File: config.mk
export PLATFORM = sky130hd
export DESIGN_NAME = ps2_keyboard_rx_flat
export DESIGN_NICKNAME = d
export VERILOG_FILES = /design/src/rtl/ps2_pkg.sv /design/src/rtl/ps2_keyboard_rx_if.sv /design/src/rtl/ps2_sync_filter.sv /design/src/rtl/ps2_keyboard_rx.sv /design/src/flat_wrapper.sv
export SDC_FILE = /design/constraint.sdc
export NUM_CORES = 1
export LEC_CHECK = 0
export ABC_AREA = 1
export CAP_MARGIN = 20
export CORE_MARGIN = 2
export CORE_UTILIZATION = 58
export DETAILED_ROUTE_END_ITERATION = 16
export GPL_ROUTABILITY_DRIVEN = 0
export PLACE_DENSITY = 0.83
export REMOVE_ABC_BUFFERS = 1
export SLEW_MARGIN = 30
export SYNTH_ARGS = -nofsm -noshare
export SYNTH_HDL_FRONTEND = slang
export SYNTH_SLANG_ARGS = --single-unit
File: constraint.sdc
create_clock -name clk -period 2.3 [get_ports clk]
set_input_delay 0.23 -clock clk [delete_from_list [all_inputs] [get_ports clk]]
set_output_delay 0.23 -clock clk [all_outputs]
set_load 0.02 [all_outputs]
File: src/rtl/ps2_pkg.sv
// Shared constants for the PS/2 keyboard receiver: prefix bytes, arrow codes,
// FSM state encoding and the frame parity helper.
package ps2_pkg;

  localparam logic [7:0] PS2_EXT   = 8'hE0;
  localparam logic [7:0] PS2_BRK   = 8'hF0;

  localparam logic [7:0] KEY_LEFT  = 8'h6B;
  localparam logic [7:0] KEY_RIGHT = 8'h74;
  localparam logic [7:0] KEY_UP    = 8'h75;
  localparam logic [7:0] KEY_DOWN  = 8'h72;

  localparam logic [1:0] ST_IDLE   = 2'd0;
  localparam logic [1:0] ST_DATA   = 2'd1;
  localparam logic [1:0] ST_PARITY = 2'd2;
  localparam logic [1:0] ST_STOP   = 2'd3;

  // PS/2 uses odd parity across the 8 data bits plus the parity bit.
  function automatic logic odd_parity_ok(input logic [7:0] data, input logic par);
    return ^{data, par};
  endfunction

endpackage

File: src/rtl/ps2_keyboard_rx_if.sv
// Scan-code report bus from the PS/2 receiver to the key-control block.
interface ps2_keyboard_rx_if;

  logic [7:0] keyboardCode;
  logic       ps2_ready;
  logic       ps2_extended;
  logic       ps2_release;
  logic       ps2_err;

  modport master (
    output keyboardCode,
    output ps2_ready,
    output ps2_extended,
    output ps2_release,
    output ps2_err
  );

  modport slave (
    input keyboardCode,
    input ps2_ready,
    input ps2_extended,
    input ps2_release,
    input ps2_err
  );

endinterface

File: src/rtl/ps2_sync_filter.sv
// Synchronises the raw PS/2 lines, glitch-filters ps2_clk and flags the
// filtered falling edge together with the synchronised data sample.
module ps2_sync_filter #(
  parameter int FILTER = 4
) (
  input  logic clk,
  input  logic rst,
  input  logic i_ps2_clk,
  input  logic i_ps2_data,
  output logic o_fall,
  output logic o_data
);

  localparam int CW = (FILTER > 1) ? $clog2(FILTER) : 1;

  logic          r_clk_meta;
  logic          r_clk_sync;
  logic          r_data_meta;
  logic          r_data_sync;
  logic          r_clk_filt;
  logic [CW-1:0] r_cnt;
  logic          w_settled;

  // The line is accepted at its new level on the FILTER-th differing sample.
  assign w_settled = (r_clk_sync != r_clk_filt) && (r_cnt == CW'(FILTER - 1));
  assign o_fall    = w_settled && r_clk_filt;
  assign o_data    = r_data_sync;

  // Idle PS/2 lines are high, so resetting to 1 avoids a spurious edge.
  always_ff @(posedge clk or negedge rst) begin
    if (!rst) begin
      r_clk_meta  <= 1'b1;
      r_clk_sync  <= 1'b1;
      r_data_meta <= 1'b1;
      r_data_sync <= 1'b1;
      r_clk_filt  <= 1'b1;
      r_cnt       <= '0;
    end else begin
      r_clk_meta  <= i_ps2_clk;
      r_clk_sync  <= r_clk_meta;
      r_data_meta <= i_ps2_data;
      r_data_sync <= r_data_meta;
      if (r_clk_sync == r_clk_filt) begin
        r_cnt <= '0;
      end else if (w_settled) begin
        r_clk_filt <= r_clk_sync;
        r_cnt      <= '0;
      end else begin
        r_cnt <= r_cnt + 1'b1;
      end
    end
  end

endmodule

File: src/rtl/ps2_keyboard_rx.sv
// PS/2 keyboard receiver: deserialises 11-bit frames, folds E0/F0 prefixes
// into flags and reports one scan code per ready pulse.
module ps2_keyboard_rx
  import ps2_pkg::*;
#(
  parameter int FILTER       = 4,
  parameter int TIMEOUT      = 50000,
  parameter int REPORT_BREAK = 0
) (
  input  logic                  clk,
  input  logic                  rst,
  input  logic                  ps2_clk,
  input  logic                  ps2_data,
  ps2_keyboard_rx_if.master     kb
);

  localparam int TW = $clog2(TIMEOUT + 1);

  logic          w_fall;
  logic          w_data;

  logic [1:0]    r_state;
  logic [2:0]    r_bit_cnt;
  logic [7:0]    r_shift;
  logic          r_parity;
  logic [TW-1:0] r_to_cnt;
  logic          r_ext;
  logic          r_brk;
  logic [7:0]    r_code;
  logic          r_ready;
  logic          r_extended;
  logic          r_release;
  logic          r_err;

  ps2_sync_filter #(
    .FILTER (FILTER)
  ) u_sync_filter (
    .clk        (clk),
    .rst        (rst),
    .i_ps2_clk  (ps2_clk),
    .i_ps2_data (ps2_data),
    .o_fall     (w_fall),
    .o_data     (w_data)
  );

  assign kb.keyboardCode = r_code;
  assign kb.ps2_ready    = r_ready;
  assign kb.ps2_extended = r_extended;
  assign kb.ps2_release  = r_release;
  assign kb.ps2_err      = r_err;

  always_ff @(posedge clk or negedge rst) begin
    if (!rst) begin
      r_state    <= ST_IDLE;
      r_bit_cnt  <= '0;
      r_shift    <= '0;
      r_parity   <= 1'b0;
      r_to_cnt   <= '0;
      r_ext      <= 1'b0;
      r_brk      <= 1'b0;
      r_code     <= '0;
      r_ready    <= 1'b0;
      r_extended <= 1'b0;
      r_release  <= 1'b0;
      r_err      <= 1'b0;
    end else begin
      r_ready <= 1'b0;
      r_err   <= 1'b0;
      if (r_state == ST_IDLE) begin
        r_to_cnt <= '0;
        // A high start bit is ignored silently; wait for the next edge.
        if (w_fall && !w_data) begin
          r_state   <= ST_DATA;
          r_bit_cnt <= '0;
        end
      end else if (w_fall) begin
        // An edge takes priority over a timeout expiring in the same cycle.
        r_to_cnt <= '0;
        case (r_state)
          ST_DATA: begin
            r_shift   <= {w_data, r_shift[7:1]};
            r_bit_cnt <= r_bit_cnt + 3'd1;
            if (r_bit_cnt == 3'd7) begin
              r_state <= ST_PARITY;
            end
          end
          ST_PARITY: begin
            r_parity <= w_data;
            r_state  <= ST_STOP;
          end
          default: begin
            r_state <= ST_IDLE;
            if (odd_parity_ok(r_shift, r_parity) && w_data) begin
              if (r_shift == PS2_EXT) begin
                r_ext <= 1'b1;
              end else if (r_shift == PS2_BRK) begin
                r_brk <= 1'b1;
              end else begin
                if (!r_brk || (REPORT_BREAK != 0)) begin
                  r_code     <= r_shift;
                  r_extended <= r_ext;
                  r_release  <= r_brk;
                  r_ready    <= 1'b1;
                end
                r_ext <= 1'b0;
                r_brk <= 1'b0;
              end
            end else begin
              r_err <= 1'b1;
              r_ext <= 1'b0;
              r_brk <= 1'b0;
            end
          end
        endcase
      end else if (r_to_cnt == TW'(TIMEOUT - 1)) begin
        r_state  <= ST_IDLE;
        r_to_cnt <= '0;
        r_ext    <= 1'b0;
        r_brk    <= 1'b0;
      end else begin
        r_to_cnt <= r_to_cnt + 1'b1;
      end
    end
  end

endmodule

File: src/flat_wrapper.sv
// flat-port wrapper written by rule: the top's interface ports become plain ports
module ps2_keyboard_rx_flat import ps2_pkg::*;
#(
  parameter int FILTER       = 4,
  parameter int TIMEOUT      = 50000,
  parameter int REPORT_BREAK = 0
)
  (clk, rst, ps2_clk, ps2_data, kb_keyboardCode, kb_ps2_ready, kb_ps2_extended, kb_ps2_release, kb_ps2_err);
  ps2_keyboard_rx_if kb_i ();
  input  logic clk;
  input  logic rst;
  input  logic ps2_clk;
  input  logic ps2_data;
  output wire logic [$bits(kb_i.keyboardCode)-1:0] kb_keyboardCode;
  output wire logic [$bits(kb_i.ps2_ready)-1:0] kb_ps2_ready;
  output wire logic [$bits(kb_i.ps2_extended)-1:0] kb_ps2_extended;
  output wire logic [$bits(kb_i.ps2_release)-1:0] kb_ps2_release;
  output wire logic [$bits(kb_i.ps2_err)-1:0] kb_ps2_err;
  assign kb_keyboardCode = kb_i.keyboardCode;
  assign kb_ps2_ready = kb_i.ps2_ready;
  assign kb_ps2_extended = kb_i.ps2_extended;
  assign kb_ps2_release = kb_i.ps2_release;
  assign kb_ps2_err = kb_i.ps2_err;
  ps2_keyboard_rx #(.FILTER(FILTER), .TIMEOUT(TIMEOUT), .REPORT_BREAK(REPORT_BREAK)) u_core (.clk(clk), .rst(rst), .ps2_clk(ps2_clk), .ps2_data(ps2_data), .kb(kb_i));
endmodule
==> results.sh, run 1 <==
export IMPL_synth_top_cells_by_area="dfrtp_1 (46%), nand2_1 (10%), inv_1 (5.6%), dfstp_2 (5.3%), o21ai_0 (3.8%)"
export IMPL_grt_pass1_wl_um=7450
export IMPL_clockBufferDepth=2
export IMPL_cts_resized=0
export IMPL_netlist_cell_type_count=32
export IMPL_skew_ps=10.3
export IMPL_r2r_slack_ps=500
export IMPL_cts_root_buf="clkbuf_8"
export IMPL_synth_edf_count=0
export IMPL_worstPathArrival_ps=1990
export IMPL_p_leak_nw=1.37
export IMPL_worst_skew_pair_late_latency_ps=300
export IMPL_multi_input_area_um2=1030
export IMPL_post_route_drc_count=0
export IMPL_cts_sinks=50
export IMPL_synthCells=287
export IMPL_grt_overflow_total=0
export IMPL_syn_area_um2=2470
export IMPL_io_buffers=14
export IMPL_start_kind="flop"
export IMPL_die_x_um=69.3
export IMPL_max_cap_viol_count=0
export IMPL_hold_violations=0
export IMPL_firstDrtPassIters=4
export IMPL_period_share_pct=78.1
export IMPL_layout_area_overhead_vs_synth_pct=11.9
export IMPL_yosys_warnings=0
export IMPL_grt_total_usage_pct=19.2
export IMPL_finalSetupTns_ps=0
export IMPL_core_area_um2=4060
export IMPL_seq_power_share_pct=49.8
export IMPL_p_sw_mw=0.602
export IMPL_cts_buffers_inserted=5
export IMPL_initial_core_util_pct=61.0
export IMPL_max_freq_mhz=557
export IMPL_ys_seq_area_share_pct=50.8
export IMPL_postSynthAreaPerCell_um2=8.62
export IMPL_async_flop_share_pct=100
export IMPL_rr_worst_depth=12
export IMPL_synthFlopType="dfrtp_1"
export IMPL_reg2reg_to="u_core.r_to_cnt[12]"
export IMPL_ctsHoldBuffers=0
export IMPL_num_antenna_cells=0
export IMPL_synth_top_area_share_pct=45.5
export IMPL_antenna_found_initial=0
export IMPL_p_clk_share_pct=29.9
export IMPL_critPathCaptureType="flop"
export IMPL_grt_max_degree=51
export IMPL_power_total_mw=2.03
export IMPL_cp_common_cell="nand2_1"
export IMPL_cts_tree="yes"
export IMPL_regToRegStartpoint="u_core.r_to_cnt[0]"
export IMPL_synthTopCellsByCount="nand2_1 (69), dfrtp_1 (45), inv_1 (37)"
export IMPL_yosysTopAreaCell="dfrtp_1"
export IMPL_postCtsSetupBuffers=0
export IMPL_path_clk_slew_ps=90
export IMPL_setup_viol_count_final=0
export IMPL_drt_wl_total_um=4000
export IMPL_fin_nets=317
export IMPL_swShare_pct=29.6
export IMPL_core_rowCount=23
export IMPL_slew_headroom_pct=60.3
export IMPL_period_needed_ps=1800
export IMPL_outcome="finished clean"
export IMPL_die_area_um2=4810
export IMPL_drive_gt1_share_pct=15.6
export IMPL_cp_cell_sequence="ha_1 -> nand2_1 -> nor2_1 -> nand2_1 -> nor2_2 -> nand2_1 -> nor2_2 -> nand2_1 -> nor2_2 -> inv_1 -> o21ai_1 -> a21oi_1"
export IMPL_timing_worst_setup_path_type="flop to flop"
export IMPL_intPower_mw=1.43
export IMPL_power_density_nw_per_um2=734
export IMPL_seqCellArea_um2=1260
export IMPL_vias_per_cell=4.99
export IMPL_rsz0062_at_grt="no"
export IMPL_cp_slowest_cell="dfrtp_1"
export IMPL_vias=1783
export IMPL_cp_num_buf_inv=1
export IMPL_grt_pass1_vias=1769
export IMPL_pin_count=16
export IMPL_drv_slew=0
export IMPL_crit_family="simple AND/OR/NAND/NOR gates"
export IMPL_dieHeight_um=69.3
export IMPL_synth_seq_cells=50
export IMPL_dr_first_iter_drc_count=94
export IMPL_synth_most_common_cell="nand2_1"
export IMPL_htreeDepth=2
export IMPL_dp_hpwl_um=2910
export IMPL_crit_required_ps=2490
export IMPL_power_frac_comb_pct=20.3
export IMPL_n_fill_cell=322
export IMPL_ant_nets=0
export IMPL_tightest_slew_ps=596
export IMPL_peakVddDrop_v=0.000634
export IMPL_max_stage_delay_ps=370
export IMPL_hold_class="primary input to async pin"
export IMPL_crit_path_max_fanout=4
export IMPL_wl_per_cell_um=11.2
==> sequential cells by signal, summed over array words and instances (netlist names), 2 cells and up <==
name	flops
u_core.kb.keyboardCode	8
u_core.r_bit_cnt	3
u_core.r_shift	8
u_core.r_state	2
u_core.r_to_cnt	16
u_core.u_sync_filter.r_cnt	2
==> cell type report <==
cell class	instances	area share (%)
well taps	50	2.26
multi-input cells	191	37.2
inverters	42	5.69
flip-flops and latches	50	45.4
repair buffers	16	5.42
clock inverters	3	1.58
clock buffers	5	2.48
==> metal layers <==
layer  GRT usage (%)  vias up  routed length, µm
met5               0        -                  0
met4            7.63        0                 59
met3            4.65        5                126
met2            31.6       23               1980
met1            24.4      813               1840
li1                -      942                  -
==> power by group through the flow <==
| stage | Sequential [mW] | Clock, mW | Combinational (mW) |
|---|---|---|---|
| finish | 1.01 | 0.609 | 0.412 |
| global route | 1.03 | 0.666 | 0.484 |
| CTS | 1.01 | 0.630 | 0.420 |
| detailed placement | 1.03 | 0 | 0.420 |
| global placement | 1.03 | 0 | 0.403 |
| floorplan | 1.02 | 0 | 0.311 |
==> metrics by stage <==
step                instances  hold WS [ps]  util, %  cell area, µm²  worst slack [ps]
floorplan                 283         -65.6        -            2440               719
global placement          349           347     65.5            2660               610
detailed placement        349           347     65.5            2660               559
CTS                       357          29.5     68.3            2770               508
global route              357          67.5     68.3            2770               283
finish                    357          14.0     68.3            2770               503
==> worst reg2reg max path, cell delays in order (launching register included) <==
cell and delay (ps):
dfrtp_1 370, ha_1 190, nand2_1 80, nor2_1 120, nand2_1 100, nor2_2 120, nand2_1 80, nor2_2 130
nand2_1 100, nor2_2 150, inv_1 80, o21ai_1 110, a21oi_1 50
==> cells by family (layout without fill, tap and decap cells) <==
logic type	after synthesis	count (layout)	synth area share, %
AO/OA/AOI/OAI	48	48	11.4
XOR/XNOR	5	5	1.77
adder cells (fa/ha/maj)	7	7	3.54
buffers and inverters	46	66	7.58
flip-flops	50	50	50.8
other	1	1	0.152
AND/OR/NAND/NOR	130	130	24.7
==> worst max-delay path by stage <==
stage / start / endpoint / cells after the start
floorplan: u_core.r_to_cnt[0] / u_core.r_to_cnt[12] / 12
global route: u_core.r_to_cnt[0] / u_core.r_to_cnt[12] / 12
finish: u_core.r_to_cnt[0] / u_core.r_to_cnt[12] / 12
global placement: u_core.u_sync_filter.r_clk_filt / u_core.kb.keyboardCode[0] / 10
detailed placement: u_core.u_sync_filter.r_clk_filt / u_core.kb.keyboardCode[0] / 10
CTS: u_core.r_to_cnt[0] / u_core.r_to_cnt[12] / 12
==> cell usage in the layout (no fill, tap or decap), types with 3 or more instances in the layout <==
| cell type | count |
|---|---|
| inv_1 | 37 |
| nor2_2 | 5 |
| o21ai_2 | 7 |
| clkbuf_8 | 5 |
| nand2_2 | 6 |
| nand2_1 | 69 |
| nand3_1 | 9 |
| o21a_1 | 3 |
| inv_2 | 5 |
| nand4_1 | 5 |
| xnor2_1 | 3 |
| dfstp_2 | 5 |
| o21ai_0 | 19 |
| a21oi_1 | 13 |
| dfrtp_1 | 45 |
| ha_1 | 7 |
| clkdlybuf4s50_1 | 13 |
| nor2_1 | 23 |
| nor3_1 | 5 |
Note: power is estimated with default switching activity, not from simulation.
==> run 2, diff against run 1 <==
- clock period: 2.3 -> 1.8 ns (I/O delays scaled with it)
==> run 2 against run 1 <==
Net effect:
- sequential power rose by 30%
- design area rose by 8.8%
- largest cell class unchanged
- clock power rose by 11%
- highest routed layer unchanged
- sequential cell count unchanged
- utilization is 6.0 points higher
==> results.sh, run 2 (same netlist as run 1, synthesis figures left out) <==
export IMPL_cts_root_buf="clkbuf_8"
export IMPL_cp_cell_sequence="inv_2 -> nand2_1 -> nand2_2 -> inv_1 -> nand2_1 -> nand2_2 -> nand3_2 -> nand2_2 -> nor2_4 -> nand2_4 -> nand2_2 -> nand2_1"
export IMPL_fin_nets=341
export IMPL_period_share_pct=95.1
export IMPL_dr_first_iter_drc_count=225
export IMPL_post_route_util_pct=74.3
export IMPL_grt_pass1_wl_um=7690
export IMPL_skew_ps=10.4
export IMPL_post_route_drc_count=0
export IMPL_layout_common_cells="nand2_1 (60), dfrtp_1 (45), inv_1 (34)"
export IMPL_cts_buffers_inserted=5
export IMPL_firstDrtPassIters=4
export IMPL_timing_worst_setup_path_type="flop to flop"
export IMPL_grt_total_usage_pct=19.6
export IMPL_n_fill_cell=284
export IMPL_whs_path_depth=1
export IMPL_grt_pass1_vias=1836
export IMPL_post_dp_cell_area_um2=2700
export IMPL_cts_tree="yes"
export IMPL_htreeDepth=2
export IMPL_drt_wl_total_um=4760
export IMPL_max_cap_viol_count=0
export IMPL_finalSetupTns_ps=0
export IMPL_layout_area_overhead_vs_synth_pct=21.7
export IMPL_cp_slowest_cell="dfrtp_1"
export IMPL_period_needed_ps=1710
export IMPL_rsz0062_at_grt="yes"
export IMPL_crit_family="simple AND/OR/NAND/NOR gates"
export IMPL_path_clk_slew_ps=100
export IMPL_rr_worst_depth=12
export IMPL_worst_slack_ps=87.8
export IMPL_vias_per_cell=5.29
export IMPL_multi_input_area_um2=1120
export IMPL_die_x_um=69.3
export IMPL_dp_hpwl_um=3120
export IMPL_crit_required_ps=2020
export IMPL_p_leak_nw=1.50
export IMPL_max_freq_mhz=584
export IMPL_dieHeight_um=69.3
export IMPL_cp_num_buf_inv=2
export IMPL_antenna_found_initial=0
export IMPL_initial_core_util_pct=61.0
export IMPL_hold_violations=0
export IMPL_vias=2015
export IMPL_start_kind="flop"
export IMPL_power_density_nw_per_um2=877
export IMPL_stdcell_count=381
export IMPL_dp_cells=355
export IMPL_clockBufferDepth=2
export IMPL_critPathCaptureType="flop"
export IMPL_core_area_um2=4060
export IMPL_peakVddDrop_v=0.000566
export IMPL_worst_skew_pair_late_latency_ps=310
export IMPL_outcome="finished clean"
export IMPL_pin_count=16
export IMPL_crit_path_max_fanout=8
export IMPL_io_buffers=14
export IMPL_r2r_slack_ps=90
export IMPL_reg2reg_to="u_core.kb.ps2_extended"
export IMPL_regMostFlops="u_core.r_to_cnt"
export IMPL_drive_gt1_share_pct=26.9
export IMPL_die_area_um2=4810
export IMPL_grt_overflow_total=0
export IMPL_drv_slew=0
export IMPL_final_area_um2=3010
export IMPL_pre_cts_slack_ps=51.7
export IMPL_cp_common_cell="nand2_2"
export IMPL_seqCellArea_um2=1260
export IMPL_regToRegStartpoint="u_core.r_shift[4]"
export IMPL_layout_commonest_cell="nand2_1"
export IMPL_cts_sinks=50
export IMPL_num_antenna_cells=0
export IMPL_grt_max_degree=21
export IMPL_setup_viol_count_final=0
export IMPL_largest_register_ffs=16
export IMPL_worstPathArrival_ps=1930
export IMPL_core_rowCount=23
export IMPL_hold_class="primary input to flop"
export IMPL_ant_nets=0
export IMPL_hold_path_end="u_core.u_sync_filter.r_data_meta"
export IMPL_min_delay_start="ps2_data"
export IMPL_wl_per_cell_um=12.5
export IMPL_max_stage_delay_ps=430
run 2: worst max-delay path by stage:
stage,from,endpoint,slack (ps),cells after the start
2_1_floorplan,u_core.r_to_cnt[0],u_core.r_to_cnt[12],220,12
3_3_place_gp,u_core.u_sync_filter.r_clk_filt,u_core.kb.keyboardCode[0],100,10
3_5_place_dp,u_core.u_sync_filter.r_clk_filt,u_core.kb.keyboardCode[0],50,10
4_1_cts,u_core.u_sync_filter.r_clk_filt,u_core.kb.keyboardCode[0],20,10
5_1_grt,u_core.r_shift[4],u_core.r_brk,-50,13
6_report,u_core.r_shift[4],u_core.kb.ps2_extended,90,12
run 2: routing by layer:
metal / GRT usage [%] / up-vias / wire [µm] / share of wire (%)
met1: 24.8 / 952 / 2080 / 44
li1: - / 998 / - / -
met3: 3.92 / 15 / 197 / 4.1
met2: 33.5 / 50 / 2360 / 50
met4: 6.97 / 0 / 117 / 2.5
met5: 0 / - / 0 / 0
run 2: cell type report:
type | count | share of cell area [%]
timing repair buffer | 38 | 10.5
inverter | 42 | 5.23
clock buffer | 5 | 2.28
clock inverter | 3 | 0.831
sequential | 50 | 41.7
multi-input combinational | 193 | 37.3
tap | 50 | 2.08
run 2: stage by stage:
| step | hold slack (ps) | power, mW |
|---|---|---|
| global route | 259 | 2.83 |
| detailed placement | 141 | 1.89 |
| CTS | 265 | 2.56 |
| floorplan | -116 | 1.70 |
| finish | 269 | 2.64 |
| global placement | 138 | 1.86 |
run 2: repair_timing:
action	CTS	global route
setup endpoints to repair	0	16
buffers inserted	0	15
gates resized for setup	0	26
hold buffers	1	0
hold endpoints to repair	18	0
run 2: worst register-to-register path, delay by kind of cell (launching register included):
kind | cells | cell delay, ps
buffers and inverters | 2 | 160
flip-flops | 1 | 430
AND/OR/NAND/NOR | 10 | 1040
run 2: where the power goes:
group / internal (mW) / switching (mW) / total [mW]
combinational: 0.271 / 0.393 / 0.663
clock: 0.281 / 0.393 / 0.674
sequential: 1.23 / 0.0770 / 1.31
==> run 3, diff against run 2 <==
- CAP_MARGIN: 20 -> 15
- CTS_BUF_LIST: not set -> sky130_fd_sc_hd__clkbuf_8 sky130_fd_sc_hd__clkbuf_16
==> results of run 3 <==
The final DEF is identical to that of run 2; final timing and power are the same.
